**src/rtl/alu_issue_ctrl.sv**
```systemverilog
`default_nettype none
// =============================================================================
// alu_issue_ctrl : command FIFO, registered issue stage and carry/zero flag
//                  register for the 4-bit ALU. Optional macro:
//                  ALU_ISSUE_ILLEGAL_DROP_EN (drop opcodes 14/15 at the input).
// Revision       : 1.0
// =============================================================================
module alu_issue_ctrl #(
  parameter int DEPTH = 4
) (
  input  logic                     clk,
  input  logic                     rst_n,
  input  logic                     i_cmd_valid,
  output logic                     o_cmd_ready,
  input  logic [3:0]               i_cmd_a,
  input  logic [3:0]               i_cmd_b,
  input  logic [3:0]               i_cmd_op,
  input  logic                     i_issue_en,
  input  logic                     i_flag_clr,
  output logic                     o_valid_in,
  output logic [3:0]               o_a,
  output logic [3:0]               o_b,
  output logic                     o_cin,
  output logic [3:0]               o_ctl,
  input  logic                     i_alu_valid_out,
  input  logic                     i_alu_carry,
  input  logic                     i_alu_zero,
  output logic                     o_flag_carry,
  output logic                     o_flag_zero,
  output logic [$clog2(DEPTH):0]   o_fifo_count,
  output logic                     o_err_illegal
);

  localparam int           AW        = $clog2(DEPTH);
  localparam logic [AW:0]  c_FULL    = (AW+1)'(DEPTH);
  localparam logic [3:0]   c_OP_ADDC = 4'd4;
  localparam logic [3:0]   c_OP_SUBB = 4'd6;

  logic [11:0]   r_mem [DEPTH];
  logic [AW-1:0] r_wr_ptr;
  logic [AW-1:0] r_rd_ptr;
  logic [AW:0]   r_count;

  logic          r_valid_in;
  logic [3:0]    r_a;
  logic [3:0]    r_b;
  logic          r_cin;
  logic [3:0]    r_ctl;
  logic          r_flag_carry;
  logic          r_flag_zero;

  logic          w_push;
  logic          w_push_fifo;
  logic          w_pop;
  logic          w_illegal;
  logic          w_empty;
  logic [11:0]   w_head;
  logic          w_head_carry;
  logic          w_stall;

  // Readiness depends on occupancy only, so a same-cycle pop never frees space.
  assign o_cmd_ready  = (r_count != c_FULL);
  assign w_empty      = (r_count == '0);
  assign w_push       = i_cmd_valid && o_cmd_ready;
  assign w_push_fifo  = w_push && !w_illegal;

  assign w_head       = r_mem[r_rd_ptr];
  assign w_head_carry = (w_head[3:0] == c_OP_ADDC) || (w_head[3:0] == c_OP_SUBB);
  // A carry consumer waits one bubble so the prior result can be forwarded.
  assign w_stall      = w_head_carry && r_valid_in;
  assign w_pop        = !w_empty && i_issue_en && !w_stall;

`ifdef ALU_ISSUE_ILLEGAL_DROP_EN
  logic r_err_illegal;

  assign w_illegal = (i_cmd_op[3:1] == 3'b111);

  always_ff @(posedge clk or negedge rst_n) begin
    if (!rst_n) begin
      r_err_illegal <= 1'b0;
    end else begin
      r_err_illegal <= w_push && w_illegal;
    end
  end

  assign o_err_illegal = r_err_illegal;
`else
  assign w_illegal     = 1'b0;
  assign o_err_illegal = 1'b0;
`endif

  always_ff @(posedge clk) begin
    if (w_push_fifo) begin
      r_mem[r_wr_ptr] <= {i_cmd_a, i_cmd_b, i_cmd_op};
    end
  end

  always_ff @(posedge clk or negedge rst_n) begin
    if (!rst_n) begin
      r_wr_ptr <= '0;
      r_rd_ptr <= '0;
      r_count  <= '0;
    end else begin
      if (w_push_fifo) begin
        r_wr_ptr <= r_wr_ptr + AW'(1);
      end
      if (w_pop) begin
        r_rd_ptr <= r_rd_ptr + AW'(1);
      end
      case ({w_push_fifo, w_pop})
        2'b10:   r_count <= r_count + (AW+1)'(1);
        2'b01:   r_count <= r_count - (AW+1)'(1);
        default: r_count <= r_count;
      endcase
    end
  end

  always_ff @(posedge clk or negedge rst_n) begin
    if (!rst_n) begin
      r_valid_in <= 1'b0;
      r_a        <= '0;
      r_b        <= '0;
      r_cin      <= 1'b0;
      r_ctl      <= '0;
    end else if (w_pop) begin
      r_valid_in <= 1'b1;
      r_a        <= w_head[11:8];
      r_b        <= w_head[7:4];
      r_ctl      <= w_head[3:0];
      r_cin      <= i_alu_valid_out ? i_alu_carry : r_flag_carry;
    end else begin
      r_valid_in <= 1'b0;
    end
  end

  always_ff @(posedge clk or negedge rst_n) begin
    if (!rst_n) begin
      r_flag_carry <= 1'b0;
      r_flag_zero  <= 1'b0;
    end else if (i_flag_clr) begin
      r_flag_carry <= 1'b0;
      r_flag_zero  <= 1'b0;
    end else if (i_alu_valid_out) begin
      r_flag_carry <= i_alu_carry;
      r_flag_zero  <= i_alu_zero;
    end
  end

  assign o_valid_in   = r_valid_in;
  assign o_a          = r_a;
  assign o_b          = r_b;
  assign o_cin        = r_cin;
  assign o_ctl        = r_ctl;
  assign o_flag_carry = r_flag_carry;
  assign o_flag_zero  = r_flag_zero;
  assign o_fifo_count = r_count;

endmodule
`default_nettype wire

```
**config.mk**
```make
export PLATFORM = sky130hd
export DESIGN_NAME = alu_issue_ctrl
export DESIGN_NICKNAME = d
export VERILOG_FILES = /design/src/rtl/alu_issue_ctrl.sv
export SDC_FILE = /design/constraint.sdc
export NUM_CORES = 1
export LEC_CHECK = 0
export ABC_CLOCK_PERIOD_IN_PS = 2400
export BUFFER_PORTS_ARGS = -buffer_cell sky130_fd_sc_hd__buf_2
export CORE_ASPECT_RATIO = 1.4
export CORE_MARGIN = 2
export CORE_UTILIZATION = 50
export DETAILED_ROUTE_END_ITERATION = 6
export PLACE_DENSITY_LB_ADDON = 0.12
export SETUP_SLACK_MARGIN = 0.1
export SLEW_MARGIN = 20
export SYNTH_ARGS = -nofsm -noshare
export SYNTH_HDL_FRONTEND = slang
export SYNTH_SLANG_ARGS = --single-unit
export TNS_END_PERCENT = 50
```
**constraint.sdc**
```tcl
create_clock -name clk -period 2.4 [get_ports clk]
set_input_delay 0.72 -clock clk [delete_from_list [all_inputs] [get_ports clk]]
set_output_delay 0.72 -clock clk [all_outputs]
set_load 0.03 [all_outputs]
```
Yosys cells after proc, flatten, opt, wreduce, memory -nomap -nowiden
Memories as Yosys holds them, arrays and structs flattened.
Index checks and enable logic that the tools add are counted.
{"block": "op_classes", "mux": 8, "bitwise_logic": 0, "add_sub_neg": 4, "n_div": 0, "magnitude_cmp": 0, "multipliers": 0, "eq_ne": 5, "shift": 0, "n_reduce_logical": 10}
{"operator": "4-bit by 3-bit == test with 1-bit output (second input constant)", "count": 2}
{"operator": "1-bit two-way mux", "count": 7}
{"operator": "3-bit one-hot mux with 2 select lines", "count": 1}
{"operator": "2-bit by 1-bit adder with 2-bit output (second input constant)", "count": 2}
{"operator": "1-bit logical AND", "count": 4}
{"operator": "2-bit nonzero test", "count": 2}
{"operator": "3-bit by 1-bit adder with 3-bit output (second input constant)", "count": 1}
{"operator": "3-bit logical NOT", "count": 1}
{"operator": "3-bit != test (second input constant)", "count": 1}
{"operator": "3-bit by 1-bit subtractor with 3-bit output (second input constant)", "count": 1}
{"operator": "2-bit by 1-bit == test with 1-bit output (second input constant)", "count": 1}
{"operator": "2-bit == test (second input constant)", "count": 1}
{"operator": "1-bit logical NOT", "count": 2}
{"operator": "1-bit logical OR", "count": 1}
{"block": "word_totals", "ram_bits": 48, "out_inout_bits": 21, "mem_bits_ro": 0, "n_memories": 1, "wordCells": 38, "latchBits": 0, "regBits": 23}
{"name": "r_mem", "depth": 4, "word_bits": 12, "rd": 1, "rd_ports_with_merged_regs": 0, "write_ports": 1, "line_no": "39", "source": "logic [11:0] r_mem [DEPTH];"}

Longest topological paths before layout
Gate-level depths: netlist (run 1).
An unclocked memory read counts as a cell.
{"block": "logic_depth", "depth_word": 8, "depth_mapped": 11}

Least setup slack after synthesis (run 1)
OpenSTA, ideal clock, no wires.
{"block": "synth_path", "kind": "register to register", "startpoint": "reg r_rd_ptr[0]", "endpoint": "reg r_count[2], in the netlist o_fifo_count[2]", "path_slack_ns": -0.063, "stages_incl_launch_ff": 11, "synth_period_minus_slack_ns": 2.463, "required_time_ns": 2.319, "t_arrival_ns": 2.382, "cell_sequence": "dfrtp_1 buf_6 mux4_2 a31oi_2 buf_6 ha_1 inv_1 fa_1 xor2_1 nor2_1 xor2_1"}
{"block": "synth_between", "elab_chain_cells": 8, "elab_cells_between_ends": 11, "classes_between": "eq/ne (4); mux (1); reduce/logical (5); memory (1)"}
{"element": "start: declaration", "line_no": "41", "source": "logic [AW-1:0] r_rd_ptr;"}
{"element": "start signal: assignment", "line_no": "108", "source": "r_rd_ptr <= r_rd_ptr + AW'(1);"}
{"element": "memory read 4 x 12 bit (*)"}
{"element": "4-bit by 3-bit == test with 1-bit output", "line_no": "68", "source": "assign w_head_carry = (w_head[3:0] == c_OP_ADDC) || (w_head[3:0] == c_OP_SUBB);"}
{"element": "1-bit logical OR (*)", "line_no": "68"}
{"element": "1-bit logical AND (*)", "line_no": "70", "source": "assign w_stall = w_head_carry && r_valid_in;"}
{"element": "1-bit logical NOT (*)", "line_no": "71", "source": "assign w_pop = !w_empty && i_issue_en && !w_stall;"}
{"element": "1-bit logical AND (*)", "line_no": "71"}
{"element": "via w_pop", "line_no": "54", "source": "logic w_pop;"}
{"element": "2-bit by 1-bit == test with 1-bit output or 2-bit == test (tied branches)", "line_no": "110", "source": "case ({w_push_fifo, w_pop})"}
{"element": "3-bit one-hot mux with 2 select lines or 2-bit nonzero test (tied branches)"}
{"element": "end signal: assignment", "line_no": "111", "source": "2'b10: r_count <= r_count + (AW+1)'(1);"}
{"element": "end signal: assignment", "line_no": "112", "source": "2'b01: r_count <= r_count - (AW+1)'(1);"}
{"element": "end signal: assignment", "line_no": "113", "source": "default: r_count <= r_count;"}
{"element": "end: declaration", "line_no": "42", "source": "logic [AW:0] r_count;"}
Mark *: on every way through the listed nets, which the timed path passes. The rest lies on a longest branch.
A chain may end at the register's enable or synchronous reset.

Worst setup path after layout (run 1)
{"block": "layout_path", "startpoint": "reg r_rd_ptr[0]", "endpoint": "reg r_count[2], in the netlist o_fifo_count[2]"}
{"block": "layout_between", "elab_chain_cells": 8, "elab_cells_between_ends": 11, "classes_between": "eq/ne (4); mux (1); reduce/logical (5); memory (1)"}
{"element": "memory read 4 x 12 bit (*)"}
{"element": "4-bit by 3-bit == test with 1-bit output", "line_no": "68"}
{"element": "1-bit logical OR (*)", "line_no": "68"}
{"element": "1-bit logical AND (*)", "line_no": "70"}
{"element": "1-bit logical NOT (*)", "line_no": "71"}
{"element": "1-bit logical AND (*)", "line_no": "71"}
{"element": "2-bit by 1-bit == test with 1-bit output or 2-bit == test (tied branches)", "line_no": "110"}
{"element": "3-bit one-hot mux with 2 select lines or 2-bit nonzero test (tied branches)"}
Mark *: on every way between the ends. The rest lies on a longest branch, timed or not.

==> out/qor.txt, run 1 <==
slew of the pin with the lowest slew margin - 0.559 ns
n_diodes - 0
Max Cap Violations - 0
dpl ws - 0.0873 ns
synth warn - 0
GRT Util Overall - 0.178
CTS clk-pin slew, worst paths - 0.07 ns
largest net degree at the start of global routing - 24
Synth Instances - 143
Max Transition Viols Final - 0
RD Place Congestion - 0.641
Leak - 1.35 nW
WP buf/inv - 1
initial cell density of the core - 0.513
P&R area growth vs syn - 19.7%
routed wire length - 4830 um
final setup fails - 0
mean area per synthesized cell - 19.7 sq um
fin crit share - 0.930
f_max - 448 MHz
synthesized area - 2810 sq um
post-route minimum period - 2.23 ns
TritonCTS Buffers - 9
H-tree depth - 3
first-pass GRT wire length - 7610 um
maximum VDD drop - 0.000754 V
outcome - completed
Final Hold Fails - 0
length in cells of the worst reg-to-reg path - 8
Max clock buf depth - 2
wire per inst - 17.9 um
# IOs - 41
most frequent cells in the layout - 48 x edfxtp_1, 39 x buf_2, 22 x dfrtp_1, 13 x clkbuf_8, 12 x mux4_2
power per cell area - 1330 nW/um^2
setup slack, reg-to-reg - 0.17 ns
clk_skew - 0.00931 ns
Hold WC Path Type - in -> async
CP top delay family - multiplexers
vias in the first global route - 1,554
initial antenna violation count - 0
CP endpoint kind - register
Clk Latency, worst-skew pair - 0.34 ns
Root Buffer - clkbuf_8
die area - 6250 sq um
fin util - 0.614
drt drc - 0
total grt overflow - 0
most used cell, CP - xor2_1
synthesized net count - 169
crit-path cells - mux4_2, a31oi_4, ha_4, inv_1, fa_2, xor2_1, nor2_1, xor2_1
commonest non-fill, non-tap cell in the layout - edfxtp_1
Die W - 67.4 um
flops & latches, synth - 71
CP startpoint kind - register
vias - 1,432
Placeable Area - 5490 sq um
critical path class - reg -> reg
clk sink count - 71
Final WS setup - 0.168 ns
critical path depth in cells - 8
Core Rows - 32
count of cell types in the netlist - 30
Critical Path RT - 2.66 ns
CP peak stage delay - 0.57 ns
crit path DAT - 2.50 ns
Pre-antenna DRT Iters - 4
max_slew headroom - 0.624
hpwl dp - 3200 um
crit-path max FO - 5
Setup TNS Final - 0 ns
final layout net count - 223
Layout fillers - 402
DRT iter0 DRCs - 53
ratio of cells with drive above 1 in the final layout - 0.450
sequential share of the synthesized area - 0.717
IO Port Bufs - 39
Routed Antenna Nets - 0
Die H - 92.7 um
CP max stage cell - mux4_2
RSZ-0062 raised after global routing - yes
vias per inst - 5.30
CTS tree - done
## state kept, by name (all words and copies together) (netlist names)
register      cells
o_a               4
o_b               4
o_cin             1
o_ctl             4
o_fifo_count      3
o_flag_carry      1
o_flag_zero       1
o_valid_in        1
r_mem            48
r_rd_ptr          2
r_wr_ptr          2
## worst paths after layout
path | start | endpoint
hold / removal | rst_n | o_ctl[3]$_DFFE_PN0P_
setup reg to reg | r_rd_ptr[0]$_DFFE_PN0P_ | o_fifo_count[2]$_DFFE_PN0P_
max in group asynchronous | rst_n | r_rd_ptr[0]$_DFFE_PN0P_
setup / recovery | r_rd_ptr[0]$_DFFE_PN0P_ | o_fifo_count[2]$_DFFE_PN0P_
hold reg to reg | o_ctl[2]$_DFFE_PN0P_ | o_ctl[2]$_DFFE_PN0P_
min in group clk | o_ctl[2]$_DFFE_PN0P_ | o_ctl[2]$_DFFE_PN0P_
## power breakdown
| part | switching [mW] | internal [mW] | total, mW |
|---|---|---|---|
| Combinational | 0.912 | 0.744 | 1.66 |
| Clock | 0.409 | 0.552 | 0.961 |
| Sequential | 0.190 | 1.68 | 1.87 |
## timing repair
action | 4_1_cts | 5_1_grt
setup endpoints to repair | 1 | 1
gates cloned | 0 | 0
gates resized for setup | 1 | 0
hold buffers | 0 | 0
setup buffers | 0 | 1
pin swaps | 0 | 2
hold endpoints to repair | 0 | 0
## per-layer routing
metal | wire length (um) | vias to the layer above | share of wire | track usage
met5 | 0 | - | 0 | 0
met4 | 59 | 0 | 0.012 | 0.0680
met3 | 231 | 7 | 0.048 | 0.0620
met2 | 2540 | 39 | 0.52 | 0.294
met1 | 2010 | 732 | 0.42 | 0.213
li1 | - | 654 | - | -
## cell usage after synthesis
| master | number | share of area |
|---|---|---|
| edfxtp_1 | 48 | 0.51 |
| dfrtp_1 | 23 | 0.20 |
| mux4_2 | 12 | 0.096 |
| inv_1 | 7 | 0.0093 |
| mux2_4 | 7 | 0.037 |
| ha_1 | 5 | 0.022 |
| and3_1 | 4 | 0.0089 |
| mux2i_1 | 4 | 0.014 |
| xor2_1 | 4 | 0.012 |
| mux2_2 | 3 | 0.012 |
| nor2_1 | 3 | 0.0040 |
| a22o_1 | 2 | 0.0062 |
| buf_6 | 2 | 0.0080 |
| o21ai_0 | 2 | 0.0036 |
| xnor2_1 | 2 | 0.0062 |
| a21oi_1 | 1 | 0.0018 |
| a31oi_2 | 1 | 0.0044 |
| and2_1 | 1 | 0.0022 |
| buf_2 | 1 | 0.0018 |
| buf_4 | 1 | 0.0027 |
| clkbuf_1 | 1 | 0.0013 |
| conb_1 | 1 | 0.0013 |
| fa_1 | 1 | 0.0071 |
| nand2_1 | 1 | 0.0013 |
| nand3_1 | 1 | 0.0018 |
| nor2_4 | 1 | 0.0040 |
| o22a_1 | 1 | 0.0031 |
| o311a_1 | 1 | 0.0036 |
| o31a_1 | 1 | 0.0031 |
| o31ai_1 | 1 | 0.0027 |
## cell type report
class,instances,area (sq um),share of cell area
clock buffer,15,208,0.0617
clock inverter,1,7.51,0.00223
inverter,7,26.3,0.00780
multi-input combinational,60,759,0.226
sequential,71,2020,0.599
tap,68,85.1,0.0253
timing repair buffer,48,263,0.0780
## cell families (layout without fill, tap and decap cells)
family	Yosys count	after routing	share of synthesized area
compound gates	10	10	0.0285
xor+xnor	6	6	0.0187
fa+ha+maj	6	6	0.0294
buf+inv	12	71	0.0231
flops	71	71	0.717
mux	26	26	0.160
other cells	1	1	0.00133
simple gates	11	11	0.0222
## per-stage QoR
step	hold slack, ns	std cells	power [mW]	area, sq um
floorplan	0.424	143	3.10	2850
global placement	0.470	253	3.48	3140
detailed placement	0.482	253	3.56	3140
CTS	0.372	269	4.53	3360
global route	0.393	270	4.74	3370
finish	0.358	270	4.49	3370
No activity file was read; power rests on OpenSTA's default activity.
==> run 2, diff against run 1 <==
ABC_AREA = 1   (was not set)
CORE_UTILIZATION = 51   (was 50)
PLACE_DENSITY = 0.8   (was not set)
PLACE_DENSITY_LB_ADDON = not set   (was 0.12)
==> out/qor.txt, run 2 <==
drt drc - 0 (unchanged)
wire per inst - 15.1 um (-16%)
critical path class - reg -> reg
Clk Latency, worst-skew pair - 0.35 ns (about the same)
Root Buffer - clkbuf_8
hpwl dp - 3780 um (+18%)
count of cell types in the netlist - 28 (-6.7%)
Layout Cells excl Fill - 381 (+41%)
largest net degree at the start of global routing - 26 (+8.3%)
hold_ws - 0.346 ns (-0.0116 ns)
Largest Register - r_mem
ratio of cells with drive above 1 in the final layout - 0.260 (-0.190)
CP startpoint kind - register
max_slew headroom - 0.637 (+0.0128)
Pre-antenna DRT Iters - 4 (unchanged)
CTS tree - done
synthesized net count - 284 (+68%)
flops & latches, synth - 71 (unchanged)
synthesized area - 3000 sq um (+6.5%)
Cell Area, Placed - 3270 sq um (+3.9%)
Placed Instances - 365 (+44%)
# IOs - 41 (unchanged)
first-pass GRT wire length - 8880 um (+17%)
P&R area growth vs syn - 16.7%
sequential share of power - 0.392 (-0.025)
CP endpoint kind - register
total grt overflow - 0 (unchanged)
DRT iter0 DRCs - 132 (+150%)
max reg flops - 48 (unchanged)
Synth Instances - 258 (+80%)
Core Rows - 33 (+3.1%)
Setup TNS Final - 0 ns (unchanged)
clk_skew - 0.0101 ns (+0.000775 ns)
Routed Antenna Nets - 0 (unchanged)
Die W - 68.8 um (+2.1%)
GRT Util Overall - 0.195 (+0.0163)
number of synthesized flops with an enable pin - 48 (unchanged)
crit path launch - r_rd_ptr[0]$_DFFE_PN0P_
n_diodes - 0 (unchanged)
Sw Pwr - 1.85 mW (+22%)
clk sink count - 71 (unchanged)
die area - 6510 sq um (+4.2%)
commonest non-fill, non-tap cell in the layout - nand2_1
Main synth FF type - edfxtp_1
total power - 4.70 mW (+4.8%)
maximum VDD drop - 0.000710 V (-5.8%)
synth warn - 0 (unchanged)
initial cell density of the core - 0.518 (+0.00562)
fin util - 0.605 (-0.00884)
mean area per synthesized cell - 11.6 sq um (-41%)
Placeable Area - 5780 sq um (+5.4%)
crit path DAT - 2.41 ns (-0.09 ns)
RD Place Congestion - 0.845 (+32%)
Layout fillers - 455 (+13%)
commonest cells in the netlist - 55 x nand2_1, 48 x edfxtp_1, 27 x nor2_1
RSZ-0062 raised after global routing - no
final layout net count - 332 (+49%)
final setup fails - 0 (unchanged)
Yosys top cell by area - edfxtp_1
crit-path max FO - 25 (+20)
vias in the first global route - 1,872 (+20%)
top-count cell post-synth - nand2_1
Hold Buf Count CTS - 0 (unchanged)
slew of the pin with the lowest slew margin - 0.544 ns (-0.0145 ns)
IO Port Bufs - 39 (unchanged)
vias - 1,991 (+39%)
dpl ws - 0.178 ns (+0.0907 ns)
Final Hold Fails - 0 (unchanged)
vias per inst - 5.23 (-1.5%)
Max Transition Viols Final - 0 (unchanged)
Combinational Power Share - 0.386 (+0.017)
post-route minimum period - 2.14 ns (-0.0960 ns)
share of the synthesized area in the top cell type - 0.481 (-0.0315)
Synth area leaders - edfxtp_1 48%, dfrtp_1 19%, nand2_1 6.9%
most frequent cells in the layout - 54 x nand2_1, 48 x edfxtp_1, 39 x buf_2, 27 x nor2_1, 22 x dfrtp_1
Design Area, Final - 3500 sq um (+3.9%)
CTS clk-pin slew, worst paths - 0.08 ns (about the same)
async set-reset flop share out of synthesis - 0.324 (unchanged)
outcome - completed
routed wire length - 5750 um (+19%)
Hold WC Path Type - in -> async
H-tree depth - 3 (unchanged)
Max Cap Violations - 0 (unchanged)
Final WS setup - 0.264 ns (+0.0960 ns)
power per cell area - 1340 nW/um^2 (+0.85%)
Critical Path RT - 2.68 ns (+0.02 ns)
Net Sw Frac - 0.393 (+0.0561)
fin crit share - 0.890 (-0.0400)
part of the power in the clock network - 0.222 (+0.008)
initial antenna violation count - 0 (unchanged)
reg2reg start - r_rd_ptr[0]$_DFFE_PN0P_
f_max - 468 MHz (+4.5%)
Max clock buf depth - 2 (unchanged)
Leak - 1.52 nW (+12%)
sequential share of the synthesized area - 0.673 (-0.0440)
Die H - 94.7 um (+2.1%)
internal power - 2.86 mW (-4.1%)
TritonCTS Buffers - 9 (unchanged)
==> run 2: cells by family (layout without fill, tap and decap cells) <==
family	Yosys count	count (layout)	synth area share
flip-flops	71	71	0.673
AO/OA/AOI/OAI	34	34	0.0706
buffers and inverters	30	83	0.0551
AND/OR/NAND/NOR	112	112	0.161
adder cells (fa/ha/maj)	6	6	0.0276
other	1	1	0.00125
XOR/XNOR	4	4	0.0117
==> run 2: power groups by stage <==
stage                     logic, mW  clock network [mW]  registers [mW]
final                          1.81                1.04            1.84
after global placement         1.74                   0            1.85
after floorplan                1.12                   0            2.09
after detailed placement       1.81                   0            1.86
after CTS                      1.82                1.07            1.84
after global routing           2.03                1.12            1.88
==> run 2: path summary, 6_finish.rpt <==
check	end	slack, ns	cells after the start
worst max-delay path	o_fifo_count[1]$_DFFE_PN0P_	0.26	11
worst min-delay path	r_wr_ptr[0]$_DFFE_PN0P_	0.35	1
worst max register to register	o_fifo_count[1]$_DFFE_PN0P_	0.26	11
worst min register to register	o_ctl[3]$_DFFE_PN0P_	0.47	2
max in group asynchronous	r_rd_ptr[0]$_DFFE_PN0P_	1.66	1
min in group clk	o_ctl[3]$_DFFE_PN0P_	0.47	2
==> run 2: final cells by class <==
| type | instances | area (sq um) | area share |
|---|---|---|---|
| Sequential cell | 71 | 2020 | 0.577 |
| Multi-Input combinational cell | 157 | 820 | 0.234 |
| Timing Repair Buffer | 49 | 270 | 0.0773 |
| Clock buffer | 10 | 138 | 0.0394 |
| Tap cell | 70 | 87.6 | 0.0250 |
| Clock inverter | 6 | 83.8 | 0.0240 |
| Inverter | 18 | 80.1 | 0.0229 |
==> run 2: worst max-delay path: stages (launching register included) <==
cell and delay (ns):
dfrtp_2 0.48, clkinv_8 0.15, nand2_2 0.09, nand3_1 0.07
nand2_1 0.08, nand2_1 0.10, o21ai_4 0.14, inv_1 0.06
ha_1 0.17, inv_1 0.10, fa_2 0.44, o21ai_0 0.16
==> run 2: routing by layer <==
metal	track usage	vias to the layer above	wire length (um)
met2	0.314	71	3070
li1	-	968	-
met5	0	-	0
met4	0.124	0	152
met3	0.0393	12	334
met1	0.232	940	2200
==> run 2: timing repair <==
| item | 4_1_cts | 5_1_grt |
|---|---|---|
| buffers inserted | 0 | 0 |
| endpoints found under the setup margin | 0 | 1 |
| resized for setup | 0 | 4 |
